### src/rtl/aes_pkg.sv
// Shared AES constants and GF(2^8) helpers for the key-schedule datapath.
// Holds key-size encodings, per-size Nk/N/Nr tables and the FSM state type.
package aes_pkg;

   typedef enum logic [1:0] {
      KS_128 = 2'b00,
      KS_192 = 2'b01,
      KS_256 = 2'b10
   } key_size_e;

   typedef enum logic {
      ST_IDLE   = 1'b0,
      ST_EXPAND = 1'b1
   } state_e;

   localparam logic [3:0] NK_128 = 4'd4;
   localparam logic [3:0] NK_192 = 4'd6;
   localparam logic [3:0] NK_256 = 4'd8;
   localparam logic [5:0] N_128  = 6'd44;
   localparam logic [5:0] N_192  = 6'd52;
   localparam logic [5:0] N_256  = 6'd60;
   localparam logic [3:0] NR_128 = 4'd10;
   localparam logic [3:0] NR_192 = 4'd12;
   localparam logic [3:0] NR_256 = 4'd14;
   localparam logic [7:0] RCON_INIT = 8'h01;

   // Encoding 11 falls into the AES-256 branch because bit 1 is tested first.
   function automatic logic [3:0] nk_words(input logic [1:0] nk);
      if (nk[1]) return NK_256;
      else if (nk == KS_192) return NK_192;
      else return NK_128;
   endfunction

   function automatic logic [5:0] n_words(input logic [1:0] nk);
      if (nk[1]) return N_256;
      else if (nk == KS_192) return N_192;
      else return N_128;
   endfunction

   function automatic logic [3:0] n_rounds(input logic [1:0] nk);
      if (nk[1]) return NR_256;
      else if (nk == KS_192) return NR_192;
      else return NR_128;
   endfunction

   function automatic logic [7:0] xtime(input logic [7:0] a);
      return {a[6:0], 1'b0} ^ (a[7] ? 8'h1b : 8'h00);
   endfunction

   function automatic logic [7:0] gf_mul(input logic [7:0] a, input logic [7:0] b);
      logic [7:0] p;
      logic [7:0] x;
      p = 8'h00;
      x = a;
      for (int k = 0; k < 8; k++) begin
         if (b[k]) p = p ^ x;
         x = xtime(x);
      end
      return p;
   endfunction

endpackage

### src/rtl/aes_key_expander_if.sv
// Key-load request and round-key output bundle of the AES key expander.
interface aes_key_expander_if;
   logic [1:0]   in_nk;
   logic         in_valid;
   logic [255:0] in_key;
   logic         in_ready;
   logic         out_valid;
   logic [127:0] out_rk;
   logic         out_last;
   logic [1:0]   out_nk;

   modport master (
      output in_nk, in_valid, in_key,
      input  in_ready, out_valid, out_rk, out_last, out_nk
   );

   modport slave (
      input  in_nk, in_valid, in_key,
      output in_ready, out_valid, out_rk, out_last, out_nk
   );
endinterface

### src/rtl/aes_sbox.sv
// Combinational AES S-box: multiplicative inverse (x^254) followed by the affine map.
module aes_sbox
   import aes_pkg::*;
(
   input  logic [7:0] i_byte,
   output logic [7:0] o_byte
);

   logic [7:0] w_x2, w_x3, w_x6, w_x12, w_x15, w_x30, w_x60, w_x120, w_x240, w_inv;

   // Addition chain 2,3,6,12,15,30,60,120,240 then 240+12+2 = 254; zero maps to zero.
   assign w_x2   = gf_mul(i_byte, i_byte);
   assign w_x3   = gf_mul(w_x2, i_byte);
   assign w_x6   = gf_mul(w_x3, w_x3);
   assign w_x12  = gf_mul(w_x6, w_x6);
   assign w_x15  = gf_mul(w_x12, w_x3);
   assign w_x30  = gf_mul(w_x15, w_x15);
   assign w_x60  = gf_mul(w_x30, w_x30);
   assign w_x120 = gf_mul(w_x60, w_x60);
   assign w_x240 = gf_mul(w_x120, w_x120);
   assign w_inv  = gf_mul(gf_mul(w_x240, w_x12), w_x2);

   assign o_byte = w_inv ^ {w_inv[6:0], w_inv[7]} ^ {w_inv[5:0], w_inv[7:6]}
                 ^ {w_inv[4:0], w_inv[7:5]} ^ {w_inv[3:0], w_inv[7:4]} ^ 8'h63;

endmodule

### src/rtl/aes_key_expander.sv
// Iterative AES-128/192/256 key schedule, one word per cycle, one round key per 4 words.
// Build option KEYEXP_ZEROIZE_EN clears key material the cycle after the final round key.
module aes_key_expander
   import aes_pkg::*;
(
   input  logic              clk,
   input  logic              rst,
   aes_key_expander_if.slave bus
);

   state_e       r_state, w_next_state;
   logic [255:0] r_key;
   logic [1:0]   r_nk;
   logic [5:0]   r_idx;
   logic [2:0]   r_cnt;
   logic [7:0]   r_rcon;
   logic [31:0]  r_win [8];
   logic [95:0]  r_asm;
   logic         r_out_valid, r_out_last;
   logic [127:0] r_out_rk;

   logic         w_accept, w_is_key, w_rot_step, w_sub_step, w_last_word;
   logic [3:0]   w_nk_words;
   logic [2:0]   w_nk_m1;
   logic [31:0]  w_key_word, w_prev, w_old, w_sb_in, w_sb_out, w_temp, w_new;

   assign w_accept    = bus.in_valid & (r_state == ST_IDLE);
   assign w_nk_words  = nk_words(r_nk);
   assign w_nk_m1     = w_nk_words[2:0] - 3'd1;
   assign w_key_word  = r_key[8'd255 - {r_idx[2:0], 5'd0} -: 32];
   assign w_prev      = r_win[0];
   assign w_old       = r_win[w_nk_m1];
   assign w_is_key    = (r_idx < {2'b00, w_nk_words});
   // r_cnt counts down to the next multiple of Nk; 4 left means i mod 8 == 4 for AES-256.
   assign w_rot_step  = (r_cnt == 3'd0);
   assign w_sub_step  = r_nk[1] & (r_cnt == 3'd4);
   assign w_last_word = (r_idx == (n_words(r_nk) - 6'd1));
   assign w_sb_in     = w_rot_step ? {w_prev[23:0], w_prev[31:24]} : w_prev;

   for (genvar g = 0; g < 4; g++) begin : g_sbox
      aes_sbox u_sbox (
         .i_byte (w_sb_in[8*g +: 8]),
         .o_byte (w_sb_out[8*g +: 8])
      );
   end

   // Next schedule word from the key or from the sliding window.
   always_comb begin
      w_temp = w_prev;
      w_new  = w_key_word;
      if (w_rot_step) w_temp = w_sb_out ^ {r_rcon, 24'h000000};
      else if (w_sub_step) w_temp = w_sb_out;
      else w_temp = w_prev;
      if (w_is_key) w_new = w_key_word;
      else w_new = w_old ^ w_temp;
   end

   // FSM state register.
   always_ff @(posedge clk) begin
      if (rst) r_state <= ST_IDLE;
      else r_state <= w_next_state;
   end

   // FSM next-state logic.
   always_comb begin
      w_next_state = r_state;
      case (r_state)
         ST_IDLE:   if (w_accept) w_next_state = ST_EXPAND; else w_next_state = ST_IDLE;
         ST_EXPAND: if (w_last_word) w_next_state = ST_IDLE; else w_next_state = ST_EXPAND;
         default:   w_next_state = ST_IDLE;
      endcase
   end

   // Key latch, counters, window, assembly register and output registers.
   always_ff @(posedge clk) begin
      if (rst) begin
         r_key       <= 256'h0;
         r_nk        <= 2'b00;
         r_idx       <= 6'd0;
         r_cnt       <= 3'd0;
         r_rcon      <= 8'h00;
         r_asm       <= 96'h0;
         r_out_valid <= 1'b0;
         r_out_last  <= 1'b0;
         r_out_rk    <= 128'h0;
         for (int k = 0; k < 8; k++) r_win[k] <= 32'h0;
      end else begin
         r_out_valid <= 1'b0;
         r_out_last  <= 1'b0;
`ifdef KEYEXP_ZEROIZE_EN
         if (r_out_last) begin
            r_key    <= 256'h0;
            r_rcon   <= 8'h00;
            r_asm    <= 96'h0;
            r_out_rk <= 128'h0;
            for (int k = 0; k < 8; k++) r_win[k] <= 32'h0;
         end
`endif
         if (w_accept) begin
            r_key  <= bus.in_key;
            r_nk   <= bus.in_nk;
            r_idx  <= 6'd0;
            r_cnt  <= 3'd0;
            r_rcon <= RCON_INIT;
         end else if (r_state == ST_EXPAND) begin
            r_win[0] <= w_new;
            for (int k = 1; k < 8; k++) r_win[k] <= r_win[k-1];
            r_idx <= r_idx + 6'd1;
            r_cnt <= w_rot_step ? w_nk_m1 : (r_cnt - 3'd1);
            if (!w_is_key && w_rot_step) r_rcon <= xtime(r_rcon);
            r_asm <= {r_asm[63:0], w_new};
            if (r_idx[1:0] == 2'b11) begin
               r_out_rk    <= {r_asm, w_new};
               r_out_valid <= 1'b1;
               r_out_last  <= (r_idx[5:2] == n_rounds(r_nk));
            end
         end
      end
   end

   assign bus.in_ready  = (r_state == ST_IDLE);
   assign bus.out_valid = r_out_valid;
   assign bus.out_rk    = r_out_rk;
   assign bus.out_last  = r_out_last;
   assign bus.out_nk    = r_nk;

endmodule

### src/flat_wrapper.sv
// flat-port wrapper written by rule: the top's interface ports become plain ports
module aes_key_expander_flat import aes_pkg::*;
  (clk, rst, bus_in_nk, bus_in_valid, bus_in_key, bus_in_ready, bus_out_valid, bus_out_rk, bus_out_last, bus_out_nk);
  aes_key_expander_if bus_i ();
  input  logic clk;
  input  logic rst;
  input wire logic [$bits(bus_i.in_nk)-1:0] bus_in_nk;
  input wire logic [$bits(bus_i.in_valid)-1:0] bus_in_valid;
  input wire logic [$bits(bus_i.in_key)-1:0] bus_in_key;
  output wire logic [$bits(bus_i.in_ready)-1:0] bus_in_ready;
  output wire logic [$bits(bus_i.out_valid)-1:0] bus_out_valid;
  output wire logic [$bits(bus_i.out_rk)-1:0] bus_out_rk;
  output wire logic [$bits(bus_i.out_last)-1:0] bus_out_last;
  output wire logic [$bits(bus_i.out_nk)-1:0] bus_out_nk;
  assign bus_i.in_nk = bus_in_nk;
  assign bus_i.in_valid = bus_in_valid;
  assign bus_i.in_key = bus_in_key;
  assign bus_in_ready = bus_i.in_ready;
  assign bus_out_valid = bus_i.out_valid;
  assign bus_out_rk = bus_i.out_rk;
  assign bus_out_last = bus_i.out_last;
  assign bus_out_nk = bus_i.out_nk;
  aes_key_expander u_core (.clk(clk), .rst(rst), .bus(bus_i));
endmodule
### config.mk
export PLATFORM = sky130hd
export DESIGN_NAME = aes_key_expander_flat
export DESIGN_NICKNAME = d
export VERILOG_FILES = /design/src/rtl/aes_pkg.sv /design/src/rtl/aes_key_expander_if.sv /design/src/rtl/aes_sbox.sv /design/src/rtl/aes_key_expander.sv /design/src/flat_wrapper.sv
export SDC_FILE = /design/constraint.sdc
export NUM_CORES = 2
export LEC_CHECK = 0
export BUFFER_PORTS_ARGS = -buffer_cell sky130_fd_sc_hd__clkbuf_2
export CAP_MARGIN = 20
export CELL_PAD_IN_SITES_DETAIL_PLACEMENT = 1
export CELL_PAD_IN_SITES_GLOBAL_PLACEMENT = 1
export CORE_MARGIN = 5
export CORE_UTILIZATION = 35
export DETAILED_ROUTE_END_ITERATION = 10
export PLACE_DENSITY = 0.71
export SYNTH_ARGS = -nofsm -noshare
export SYNTH_HDL_FRONTEND = slang
export SYNTH_SLANG_ARGS = --single-unit
### constraint.sdc
create_clock -name clk -period 23.6 [get_ports clk]
set_input_delay 1.18 -clock clk [delete_from_list [all_inputs] [get_ports clk]]
set_output_delay 1.18 -clock clk [all_outputs]
set_load 0.02 [all_outputs]
==> results.sh <==
export IMPL_dieArea_mm2=0.230
export IMPL_dr_pass1_iters=6
export IMPL_synth_edff_count=256
export IMPL_fin_tns_setup_ns=0
export IMPL_die_h_um=479
export IMPL_cp_max_fo=20
export IMPL_ys_seq_area_share_pct=23.0
export IMPL_min_path_type="reg -> reg"
export IMPL_ys_seq_elements=758
export IMPL_cp_required_ns=24.16
export IMPL_cts_path_max_buffers=3
export IMPL_drv_slew=0
export IMPL_fillers=25500
export IMPL_vias_per_cell=5.55
export IMPL_area_delta_synth_final_pct=10.3
export IMPL_synth_ff_type="dfxtp_1"
export IMPL_die_x_um=479
export IMPL_overflow=0
export IMPL_setup_viol_count_final=0
export IMPL_r2r_cells=79
export IMPL_path_common_cell="xor2_1"
export IMPL_cts_buffers=60
export IMPL_min_path_cells=2
export IMPL_yosys_warnings=0
export IMPL_cts_tree="yes"
export IMPL_slowest_stage="or4_1"
export IMPL_grt_use_total_pct=21.8
export IMPL_grt_max_degree=124
export IMPL_nets=9102
export IMPL_ios=394
export IMPL_avgSynthCellArea_um2=8.92
export IMPL_fin_crit_sh_pct=94.7
export IMPL_grt_pass1_wl_um=406000
export IMPL_async_flop_share_pct=0
export IMPL_cts_root_buf="clkbuf_16"
export IMPL_core_area_mm2=0.219
export IMPL_max_stage_delay_ns=0.62
export IMPL_finClkSkew_ns=0.0609
export IMPL_finalHoldViolCount=0
export IMPL_hold_buffers=0
export IMPL_path_clk_slew_ns=0.08
export IMPL_crit_type="reg -> reg"
export IMPL_final_common_cell="xnor2_1"
export IMPL_maxCapViolCount=0
export IMPL_worstPathArrival_ns=22.91
export IMPL_finalWirelength_um=262000
export IMPL_drtIter0Drc=4522
export IMPL_slew_limit_headroom_pct=25.1
export IMPL_mostFrequentLayoutCells="1,153 x xnor2_1, 946 x nor2_1, 908 x nand2_1"
export IMPL_start_util_pct=35.1
export IMPL_htree_levels=2
export IMPL_drive_gt1_share_pct=14.4
export IMPL_place_gp_congestion=0.921
export IMPL_tightest_slew_ns=1.12
export IMPL_drc=0
export IMPL_period_minus_slack_ns=22.35
export IMPL_grt_pass1_vias=68200
export IMPL_syn_nets=8933
export IMPL_dpl_hpwl_um=196000
export IMPL_antenna_found_initial=18
export IMPL_crit_buf_inv=12
export IMPL_cts_num_sinks=758
export IMPL_wire_per_inst_um=22.4
export IMPL_critPathLaunchType="flop"
export IMPL_cp_depth=79
export IMPL_io_buffers=393
export IMPL_endpoint_kind="flop"
export IMPL_synthesis_area_mm2=0.0770
export IMPL_ant_nets=0
export IMPL_synth_cell_types=130
export IMPL_synth_cells=8639
export IMPL_max_freq_mhz=44.8
export IMPL_crit_family="XOR/XNOR gates"
export IMPL_clock_latency_ns=0.68
export IMPL_status="finished, final reports clean"
export IMPL_rows=172
export IMPL_via_count=65100
worst paths after layout:
| path | end | start | slack (ns) |
|---|---|---|---|
| worst max-delay path | u_core.r_asm[0] | u_core.r_cnt[0] | 1.25 |
| worst min-delay path | u_core.bus.out_rk[78] | u_core.r_asm[46] | 0.45 |
| worst max register to register | u_core.r_asm[0] | u_core.r_cnt[0] | 1.25 |
| worst min register to register | u_core.bus.out_rk[78] | u_core.r_asm[46] | 0.45 |
cell usage after synthesis (32+ instances only):
cell type	instances	share of area [%]
xor2_1	419	4.8
and2_1	200	1.6
nand3_1	160	1.0
xor3_1	38	1.2
mux4_2	67	2.0
xnor2_1	1183	13
a21oi_1	398	2.6
o21ai_0	216	1.4
or3_1	32	0.26
nor3_1	165	1.1
clkbuf_1	362	1.8
a211oi_1	57	0.56
edfxtp_1	256	10
buf_4	37	0.36
o21ai_1	55	0.36
nor2_1	952	4.6
a31oi_1	48	0.39
xnor3_1	354	10
nand2b_1	65	0.53
buf_2	151	0.98
o22ai_1	57	0.46
xnor2_2	77	1.6
buf_1	48	0.23
o21a_1	33	0.32
ha_1	33	0.54
a21o_1	58	0.57
mux2_2	63	0.92
nor2b_1	123	1.0
o211ai_1	48	0.47
nand2_1	910	4.4
dfxtp_1	502	13
a22o_1	265	3.0
and3_1	59	0.48
inv_1	104	0.51
mux2i_1	369	4.8
per-layer routing:
metal | wire length (um) | part of all wire, % | vias up | track usage [%]
met4 | 11000 | 4.2 | 24 | 7.94
met3 | 12700 | 4.8 | 336 | 2.83
met5 | 148 | 0.056 | - | 0
met1 | 112000 | 43 | 32900 | 27.8
met2 | 126000 | 48 | 1488 | 37.8
li1 | - | - | 30400 | -
worst min-delay path: cells and delay by family (launching register included):
family	cells	cell delay [ns]
flip-flops	1	0.33
AO/OA/AOI/OAI	1	0.05
AND/OR/NAND/NOR	1	0.06
repair_timing:
action,CTS,global route
setup buffers,0,4
setup endpoints to repair,0,96
resized for setup,0,74
layout make-up:
type / instances / area [um^2] / area share (%)
antenna: 5 / 12.5 / 0.0147
clock buffer: 76 / 1630 / 1.92
clock inverter: 36 / 427 / 0.502
inverter: 131 / 499 / 0.587
multi-input combinational: 7129 / 56500 / 66.5
sequential: 758 / 17800 / 20.9
tap: 2871 / 3590 / 4.23
timing repair buffer: 728 / 4550 / 5.36
logic make-up after synthesis:
kind of cell	Yosys count	synth area share, %
DFF	758	23.0
buffers and inverters	752	4.33
AOI/OAI and AO/OA	1596	14.4
muxes	515	7.98
adders and majority gates	35	0.562
xor gates and xnor gates	2120	32.7
and+or+nand+nor	2863	17.0
per-stage QoR:
stage	area [um^2]	setup WS (ns)	std cells	hold slack [ns]	utilization, %
floorplan	77000	3.06	8639	0.431	-
global placement	82300	0.720	11600	0.438	37.5
detailed placement	82400	0.248	11600	0.445	37.6
CTS	84400	0.141	11700	0.436	38.5
global route	85000	-0.0515	11700	0.471	38.7
finish	85000	1.25	11700	0.446	38.8
state kept, by name, summed over array words and instances, names as in the netlist, 2 cells and up:
name               flops
u_core.r_key         256
u_core.r_win         256
u_core.bus.out_rk    128
u_core.r_asm          96
u_core.r_rcon          8
u_core.r_idx           6
u_core.r_cnt           3
u_core.bus.out_nk      2
Power is not shown: default switching activity piles up to over one toggle a cycle in this logic, so the estimate is an artifact.
